--- config.mk ---
export PLATFORM = sky130hd
export DESIGN_NAME = jt1942_psgmix
export DESIGN_NICKNAME = d
export VERILOG_FILES = /design/src/rtl/jt1942_psgmix.sv
export SDC_FILE = /design/constraint.sdc
export NUM_CORES = 1
export LEC_CHECK = 0
export ABC_AREA = 1
export CAP_MARGIN = 20
export CORE_MARGIN = 2
export CORE_UTILIZATION = 45
export DETAILED_ROUTE_END_ITERATION = 8
export PLACE_DENSITY_LB_ADDON = 0.25
export SLEW_MARGIN = 20
export SYNTH_ARGS = -nofsm -noshare
export SYNTH_HDL_FRONTEND = slang
export SYNTH_SLANG_ARGS = --single-unit
--- constraint.sdc ---
create_clock -name clk -period 2.9 [get_ports clk]
set_clock_uncertainty 0.2 [all_clocks]
set_input_delay 0.87 -clock clk [delete_from_list [all_inputs] [get_ports clk]]
set_output_delay 0.87 -clock clk [all_outputs]
set_load 0.01 [all_outputs]
--- src/rtl/jt1942_psgmix.sv ---
// jt1942_psgmix
// Mixes the two 10-bit unsigned PSG outputs of the 1942 sound block into one
// signed 16-bit sample. Each channel is passed through a leaky-integrator
// DC-offset remover, scaled by a 4.4 unsigned gain and summed with
// saturation. The datapath advances only on cen.
//
// Timing: the psg value sampled on cen n reaches snd on cen n+2.
//   stage 1 (cen n)   : capture x_i, update DC estimate est_i / accumulator dc_i
//   stage 2 (cen n+1) : d_i = x_i - est_i, gated by en[i]
//   stage 3 (cen n+2) : snd = sat16(d0*GAIN0 + d1*GAIN1), sample/peak strobes
//
// Ports
//   clk    in   system clock
//   rst_n  in   asynchronous active-low reset
//   cen    in   sample clock enable, one-clk pulse (may be held high)
//   en     in   channel enables, bit0 = psg0, bit1 = psg1
//   psg0   in   PSG 0 output, unsigned 10 bit
//   psg1   in   PSG 1 output, unsigned 10 bit
//   snd    out  mixed sample, signed 16 bit
//   sample out  one-clk strobe when snd updates
//   peak   out  one-clk strobe with sample when that sample was clamped

module jt1942_psgmix #(
    parameter logic [7:0] GAIN0 = 8'h10,
    parameter logic [7:0] GAIN1 = 8'h10,
    parameter int         DCSH  = 10
) (
    input  logic               clk,
    input  logic               rst_n,
    input  logic               cen,
    input  logic [1:0]         en,
    input  logic [9:0]         psg0,
    input  logic [9:0]         psg1,
    output logic signed [15:0] snd,
    output logic               sample,
    output logic               peak
);

    // dc_i holds up to 1023 << DCSH, so 10+DCSH bits never wrap.
    localparam int DCW = 10 + DCSH;

    localparam logic signed [8:0] G0S = {1'b0, GAIN0};
    localparam logic signed [8:0] G1S = {1'b0, GAIN1};

    logic [DCW-1:0]      dc0, dc1;
    logic [9:0]          x0, x1;
    logic [9:0]          est0, est1;
    logic signed [10:0]  d0, d1;
    logic                preloaded;
    logic                v1, v2;

    logic [DCW-1:0]      dc0_nxt, dc1_nxt;
    logic signed [10:0]  d0_raw, d1_raw;
    logic signed [19:0]  p0, p1, sum;
    logic                clip_hi, clip_lo;
    logic signed [15:0]  sat;

    // The intermediate dc + psg may exceed DCW bits, but the final value
    // always fits, so modular arithmetic gives the exact result.
    function automatic logic [DCW-1:0] dc_step(input logic [DCW-1:0] dc,
                                               input logic [9:0]     psg);
        return dc + DCW'(psg) - DCW'(dc[DCW-1:DCSH]);
    endfunction

    always_comb begin
        dc0_nxt = dc_step(dc0, psg0);
        dc1_nxt = dc_step(dc1, psg1);

        d0_raw  = $signed({1'b0, x0}) - $signed({1'b0, est0});
        d1_raw  = $signed({1'b0, x1}) - $signed({1'b0, est1});

        p0      = 20'(d0) * 20'(G0S);
        p1      = 20'(d1) * 20'(G1S);
        sum     = p0 + p1;

        clip_hi = sum > 20'sd32767;
        clip_lo = sum < -20'sd32768;
        sat     = sum[15:0];
        if (clip_hi) begin
            sat = 16'sh7fff;
        end else if (clip_lo) begin
            sat = 16'sh8000;
        end
    end

    always_ff @(posedge clk or negedge rst_n) begin
        if (!rst_n) begin
            dc0       <= '0;
            dc1       <= '0;
            x0        <= '0;
            x1        <= '0;
            est0      <= '0;
            est1      <= '0;
            d0        <= '0;
            d1        <= '0;
            preloaded <= 1'b0;
            v1        <= 1'b0;
            v2        <= 1'b0;
            snd       <= '0;
            sample    <= 1'b0;
            peak      <= 1'b0;
        end else if (cen) begin
            // stage 1
            x0 <= psg0;
            x1 <= psg1;
            if (!preloaded) begin
                // Start the estimator at the current level so the output
                // does not ring out a start-up step.
                dc0  <= {psg0, {DCSH{1'b0}}};
                dc1  <= {psg1, {DCSH{1'b0}}};
                est0 <= psg0;
                est1 <= psg1;
            end else begin
                dc0  <= dc0_nxt;
                dc1  <= dc1_nxt;
                est0 <= dc0[DCW-1:DCSH];
                est1 <= dc1[DCW-1:DCSH];
            end
            preloaded <= 1'b1;

            // stage 2: enable only gates the output, tracking continues
            d0 <= en[0] ? d0_raw : 11'sd0;
            d1 <= en[1] ? d1_raw : 11'sd0;

            // stage 3
            v1     <= 1'b1;
            v2     <= v1;
            sample <= v2;
            peak   <= v2 & (clip_hi | clip_lo);
            if (v2) begin
                snd <= sat;
            end
        end else begin
            sample <= 1'b0;
            peak   <= 1'b0;
        end
    end

endmodule

# == Word-level counts from Yosys, hierarchy flattened ==
# Cells that the tools add are included.
# word_totals
regBits,122
wordCells,35
out_inout_bits,18
input_bits,25
# classes
order_cmp,2
muxes,10
n_reduce_logical,1
n_bitwise,2
add_sub_neg,7
# ops
cell,count
adder 20 x 10 -> 20 bit,2
two-way mux 20 bit,2
subtractor 20 x 10 -> 20 bit,2
two-way mux 16 bit,2
two-way mux 11 bit,2
subtractor 10 x 10 -> 11 bit,2
two-way mux 10 bit,2
adder 15 x 15 -> 16 bit,1
greater-than comparator 16 bit (second input constant),1
< comparator 16 bit (second input constant),1
two-way mux 1 bit,2
AND reduction 2 bit,1
bitwise AND 1 bit,1
bitwise OR 1 bit,1

# == Logic depth before layout (Yosys ltp) ==
# Gate-level depths: netlist (run 1).
# depth
ltp_word,5
mapped_depth,16
mapped_depth_nobuf,16

# == Worst setup path before layout (run 1) ==
# No wires, ideal clock.
# synth_path
kind,in2reg
startpoint,input port psg0[1]
endpoint,register dc0[16]
setup_ns,0.119
stages,13
slack_ns,-0.008
n_path_buf,0
required_ns,2.581
t_arrival_ns,2.589
path_cell_list,inv_1 -> fa_1 -> fa_1 -> inv_1 -> nand2_1 -> nand2_1 -> o21ai_2 -> o21ai_2 -> nand3_1 -> nand2_1 -> nand2_1 -> nand3_1 -> nand2_1
# synth_between
elab_chain_len,3
# synth_lines
item,line,source
from (decl),32,"input logic [9:0] psg0,"
adder 20 x 10 -> 20 bit,62,return dc + DCW'(psg) - DCW'(dc[DCW-1:DCSH]);
subtractor 20 x 10 -> 20 bit,62,
two-way mux 20 bit,106,if (!preloaded) begin
to (signal assigned),109,"dc0 <= {psg0, {DCSH{1'b0}}};"
to (signal assigned),114,dc0 <= dc0_nxt;
to (decl),45,"logic [DCW-1:0] dc0, dc1;"
# No other way between the ends.
# A chain may end at the register's enable or synchronous reset.

# == Worst setup path in the final report (run 1) ==
# layout_path
startpoint,input port psg1[1]
endpoint,register dc1[16]
# layout_between
elab_chain_len,3
# layout_lines
item,line,source
from (decl),33,"input logic [9:0] psg1,"
adder 20 x 10 -> 20 bit,62,
subtractor 20 x 10 -> 20 bit,62,
two-way mux 20 bit,106,
to (signal assigned),110,"dc1 <= {psg1, {DCSH{1'b0}}};"
to (signal assigned),115,dc1 <= dc1_nxt;
to (decl),45,
# No other way between the ends.

==> impl_metrics.ini, run 1 <==
[grt]
gr-total-overflow = 0
grt.total_usage = 0.244
grt_pass1_wl_um = 39200
grt_pass1_vias = 7823
antenna_found_initial = 1
grt_max_degree = 83

[logic_synthesis]
synth_top_area_cell = dfrtp_1
synth-edff-count = 0
yosys.cell_count.top_type = nand2_1
syn_area_per_cell_um2 = 7.33
synth_area_um2 = 8730
synthTopCellsByCount = nand2_1 (307), inv_1 (194), dfrtp_1 (117)
yosysWarnings = 0
async_flop_share = 1.00
synthFlopType = dfrtp_1
synth_seq_cells = 117
synth_cell_types = 45
yosys.area.top_type_share = 0.335
syn-instance-count = 1191
ys_top_cells_by_area = dfrtp_1 (34%), nand2_1 (13%), ha_1 (10%)
yosysSeqAreaShare = 0.335

[layout]
drive_above_1_share = 0.181
stdcell_count = 1574
nets = 1419
syn2layout_area_growth_pct = 24.9

[worst_setup_path]
required_ns = 3.00
crit_type = input port to flop
critPathMaxFanout = 4
reg2reg_from = dc1[10]
crit_arrival_ns = 2.92
startpoint_type = input port
rr_worst_depth = 15
crit_path_end_kind = flop
rrSetupSlack_ns = 0.27
reg2reg_to = dc1[16]

[sta]
tightest_slew_ns = 0.652
fin_crit_sh = 0.972
finalSetupViolCount = 0
report.final.slew_viol_count = 0
hold_viol_final = 0
timing.final.crit_period_ns = 2.82
max_slew_margin = 0.564
clock.fmax_ghz = 0.355
fin_tns_setup_ns = 0
rsz0062_at_grt = yes

[floorplan]
initial_utilization = 0.462
dieArea_um2 = 20500
rows = 50
core_region_area_um2 = 18900
die_w_um = 143
die_h_um = 143
pin_count = 43

[routing]
vias = 8106
drt-total-wl_um = 23900
avgViaCountPerCell = 5.15
first_iter_violations = 566
drc_errors = 0
ant_nets = 0
wl_per_cell_um = 15.2
drt-pass1-iter-count = 5

[place]
dpl.hpwl_um = 17900
placed_cells = 1529
port_buffers = 37
place.gp.congestion = 0.935

[clock_tree]
clock-root-buffer = clkbuf_16
insertion_delay_ns = 0.43
clk_path_buf_depth = 2
htreeDepth = 4
numClockSinks = 117
cts_buffers = 17
clkTransAtPathRegs_ns = 0.05
cts_tree = yes

[min_path]
hold_path.class = flop to flop
holdPathEnd = snd[6]
min_path_cells = 2
hp-start = snd[6]

[job]
maxCapViolations = 0

[outcome]
outcome = complete, no violations
-- worst max path at each step --
stage / start / to / slack, ns
floorplan: psg1[2] / dc1[17] / 0.005
global placement: psg0[9] / dc0[18] / -0.81
detailed placement: psg0[9] / dc0[18] / -0.84
CTS: psg1[1] / dc1[8] / 0.005
global route: psg0[9] / dc0[17] / -0.06
finish: psg1[1] / dc1[16] / 0.08
-- per-layer routing --
metal / up-vias / track usage / part of all wire
li1: 4064 / - / -
met3: 54 / 0.0397 / 0.047
met2: 194 / 0.389 / 0.46
met1: 3794 / 0.336 / 0.46
met4: 0 / 0.0944 / 0.031
met5: - / 0 / 0
-- flip-flops by register name (all words and copies together) (netlist names), 11 cells and up --
register	flops
d1	11
snd	12
dc1	20
dc0	20
d0	11
-- placed cells by master (no fill, tap or decap), types with 11 or more instances in the layout --
master,instances
buf_4,76
a21oi_1,79
clkdlybuf4s50_1,15
fa_1,19
ha_4,16
nand3b_1,12
nand2_1,289
o21ai_0,82
ha_1,53
nor2_1,78
dfrtp_1,117
inv_1,164
inv_2,36
o21ai_1,11
nand3_1,57
clkbuf_16,17
a21oi_2,11
dlygate4sd2_1,17
nand2_2,23
-- through the flow --
stage               hold slack [ns]  utilization  area [µm²]  worst slack (ns)
floorplan                     0.242            -        8750           0.00481
global placement              0.256        0.520        9820            -0.809
detailed placement            0.265        0.520        9820            -0.835
CTS                           0.278        0.573       10800           0.00505
global route                  0.286        0.577       10900           -0.0566
finish                        0.274        0.577       10900            0.0825
-- worst max-delay path: stages --
cell	delay, ns
dlygate4sd2_1	0.26
inv_2	0.08
fa_2	0.47
fa_2	0.35
inv_2	0.07
nand2_2	0.06
nand2_2	0.08
o21ai_4	0.07
o21ai_4	0.23
nand3_2	0.11
nand2_1	0.09
nand2_1	0.05
nand3_1	0.08
nand2_1	0.06
-- what timing repair did --
| action | 4_1_cts | 5_1_grt |
|---|---|---|
| endpoints found under the setup margin | 33 | 17 |
| resized for setup | 108 | 32 |
| hold buffers | 0 | 0 |
| setup buffers | 8 | 4 |
| pin swaps | 45 | 20 |
-- kinds of logic (layout without fill, tap and decap cells) --
group	count (synthesis)	after routing	synth area share
DFF	117	117	0.335
buffers and inverters	229	347	0.103
adders and majority gates	94	94	0.154
other	1	6	0.000430
and+or+nand+nor	507	507	0.245
AOI/OAI and AO/OA	235	235	0.154
xor gates and xnor gates	8	8	0.00803
-- layout make-up --
| type | count | area [µm²] |
|---|---|---|
| fill | 1783 | 7990 |
| multi-input combinational | 849 | 5340 |
| clock inverter | 7 | 93.8 |
| tap | 260 | 325 |
| timing repair buffer | 115 | 965 |
| clock buffer | 25 | 505 |
| inverter | 200 | 751 |
| antenna | 1 | 2.50 |
| sequential | 117 | 2930 |
Power of run 1 is not shown: default switching activity piles up to over one toggle a cycle in this logic, so the estimate is an artifact.
==> run 2, diff against run 1 <==
Settings changed: PLACE_DENSITY_LB_ADDON 0.25 to unset.
==> run 2 against run 1 <==
  * Design area grew 2.1%
  * Non-clock buffer count grew 13
  * Fmax grew 0.98%
==> impl_metrics.ini, run 2 (synthesized netlist as in run 1, its figures left out) <==
[worst_setup_path]
crit_path_end_kind = flop
crit_type = input port to flop
reg2reg_to = dc1[4]
required_ns = 3.01
rr_worst_depth = 13
crit_arrival_ns = 2.90
critPathMaxFanout = 5
critical_path.max_stage_delay_ns = 0.53
rrSetupSlack_ns = 0.27
cpMaxStageDelayCell = fa_1
crit_chain = dlygate4sd2_1 > inv_2 > fa_1 > inv_1 > ha_4 > a21oi_4 > o21ai_0 > nand2_1 > nand3_2 > buf_4 > o21ai_0 > nand2_1
startpoint_type = input port
reg2reg_from = dc1[10]

[sta]
tightest_slew_ns = 0.524
finalSetupViolCount = 0
clock.fmax_ghz = 0.358
timing.final.ws_setup_ns = 0.110
fin_crit_sh = 0.962
hold_viol_final = 0
timing.final.crit_period_ns = 2.79
max_slew_margin = 0.651
report.final.slew_viol_count = 0

[routing]
ant_nets = 0
drt-pass1-iter-count = 5
wl_per_cell_um = 15.3
vias = 7980
avgViaCountPerCell = 5.03
drc_errors = 0
drt-total-wl_um = 24300
first_iter_violations = 407

[grt]
grt_pass1_vias = 7684
gr-total-overflow = 0
grt_max_degree = 37
grt.total_usage = 0.247
antenna_found_initial = 0
grt_pass1_wl_um = 39300

[layout]
final_common_cell = nand2_1
reg_top3 = dc0 x20, dc1 x20, snd x12
final_util = 0.590
syn2layout_area_growth_pct = 27.6
final_cell_mix = nand2_1 (285), inv_1 (164), dfrtp_1 (117)
diodes = 0
nets = 1432
drive_above_1_share = 0.197

[floorplan]
die_w_um = 143
rows = 50
pin_count = 43
core_region_area_um2 = 18900
die_h_um = 143
dieArea_um2 = 20500
initial_utilization = 0.462

[clock_tree]
numClockSinks = 117
cts_tree = yes
clk_path_buf_depth = 2
cts_hold_buf = 0
insertion_delay_ns = 0.43
cts_buffers = 17
clkTransAtPathRegs_ns = 0.06
clock-root-buffer = clkbuf_16
htreeDepth = 4

[place]
dpl.hpwl_um = 18400
port_buffers = 37
place.gp.congestion = 0.967
pre_cts_slack_ns = -0.807

[min_path]
hold_path.class = input port to async pin

[outcome]
outcome = complete, no violations

[job]
maxCapViolations = 0
==> run 2: cell types whose count changed in the layout (fill, tap and decap cells not counted), moves of 4 or more <==
cell,change
nand3_1,-4
a21oi_4,+4
clkbuf_8,-5
clkdlybuf4s15_1,+5
nand2_2,+4
nand2_1,-4
dlygate4sd2_1,-6
inv_6,+4
nand3_2,+4
a21oi_2,-4
buf_4,+10
==> run 2: cell type report <==
class | instances | area, µm²
Sequential cell | 117 | 2930
Tap cell | 260 | 325
Timing Repair Buffer | 128 | 1110
Multi-Input combinational cell | 849 | 5420
Inverter | 200 | 751
Fill cell | 1787 | 7750
Clock buffer | 18 | 429
Clock inverter | 14 | 176
==> run 2: through the flow <==
stage | cell area (µm²) | cells | hold WS [ns] | setup TNS [ns]
final | 11100 | 1586 | 0.206 | 0
after global routing | 11100 | 1586 | 0.233 | -0.00186
after CTS | 11000 | 1582 | 0.213 | 0
after detailed placement | 9950 | 1542 | 0.265 | -23.28
after global placement | 9950 | 1542 | 0.263 | -23.09
after floorplan | 8750 | 1195 | 0.242 | 0
==> run 2: how the worst max path moves through the flow <==
stage / startpoint / to / slack [ns] / depth (start not counted)
finish: psg1[5] / dc1[10] / 0.11 / 12
detailed placement: psg1[9] / dc1[14] / -0.81 / 12
floorplan: psg1[2] / dc1[17] / 0.005 / 14
global placement: psg1[9] / dc1[18] / -0.80 / 12
CTS: psg1[1] / dc1[4] / 0.002 / 12
global route: psg1[5] / dc1[11] / -0.001 / 15
==> run 2: worst max-delay path: cells and delay by family <==
kind	cells	cell delay [ns]
AO/OA/AOI/OAI	3	0.40
adder cells (fa/ha/maj)	2	0.80
buffers and inverters	4	0.54
AND/OR/NAND/NOR	3	0.28
==> run 2: per-layer routing <==
metal | vias up | track usage | part of all wire
met1 | 3724 | 0.352 | 0.50
li1 | 4088 | - | -
met2 | 144 | 0.392 | 0.45
met5 | - | 0 | 0
met4 | 0 | 0.0764 | 0.017
met3 | 24 | 0.0317 | 0.033
==> run 2: repair_timing <==
action	CTS	global route
endpoints found under the setup margin	33	28
gates resized for setup	108	47
hold endpoints to repair	0	0
pin swaps	47	19
setup buffers	9	4
Power of run 2 is left out for the same reason.
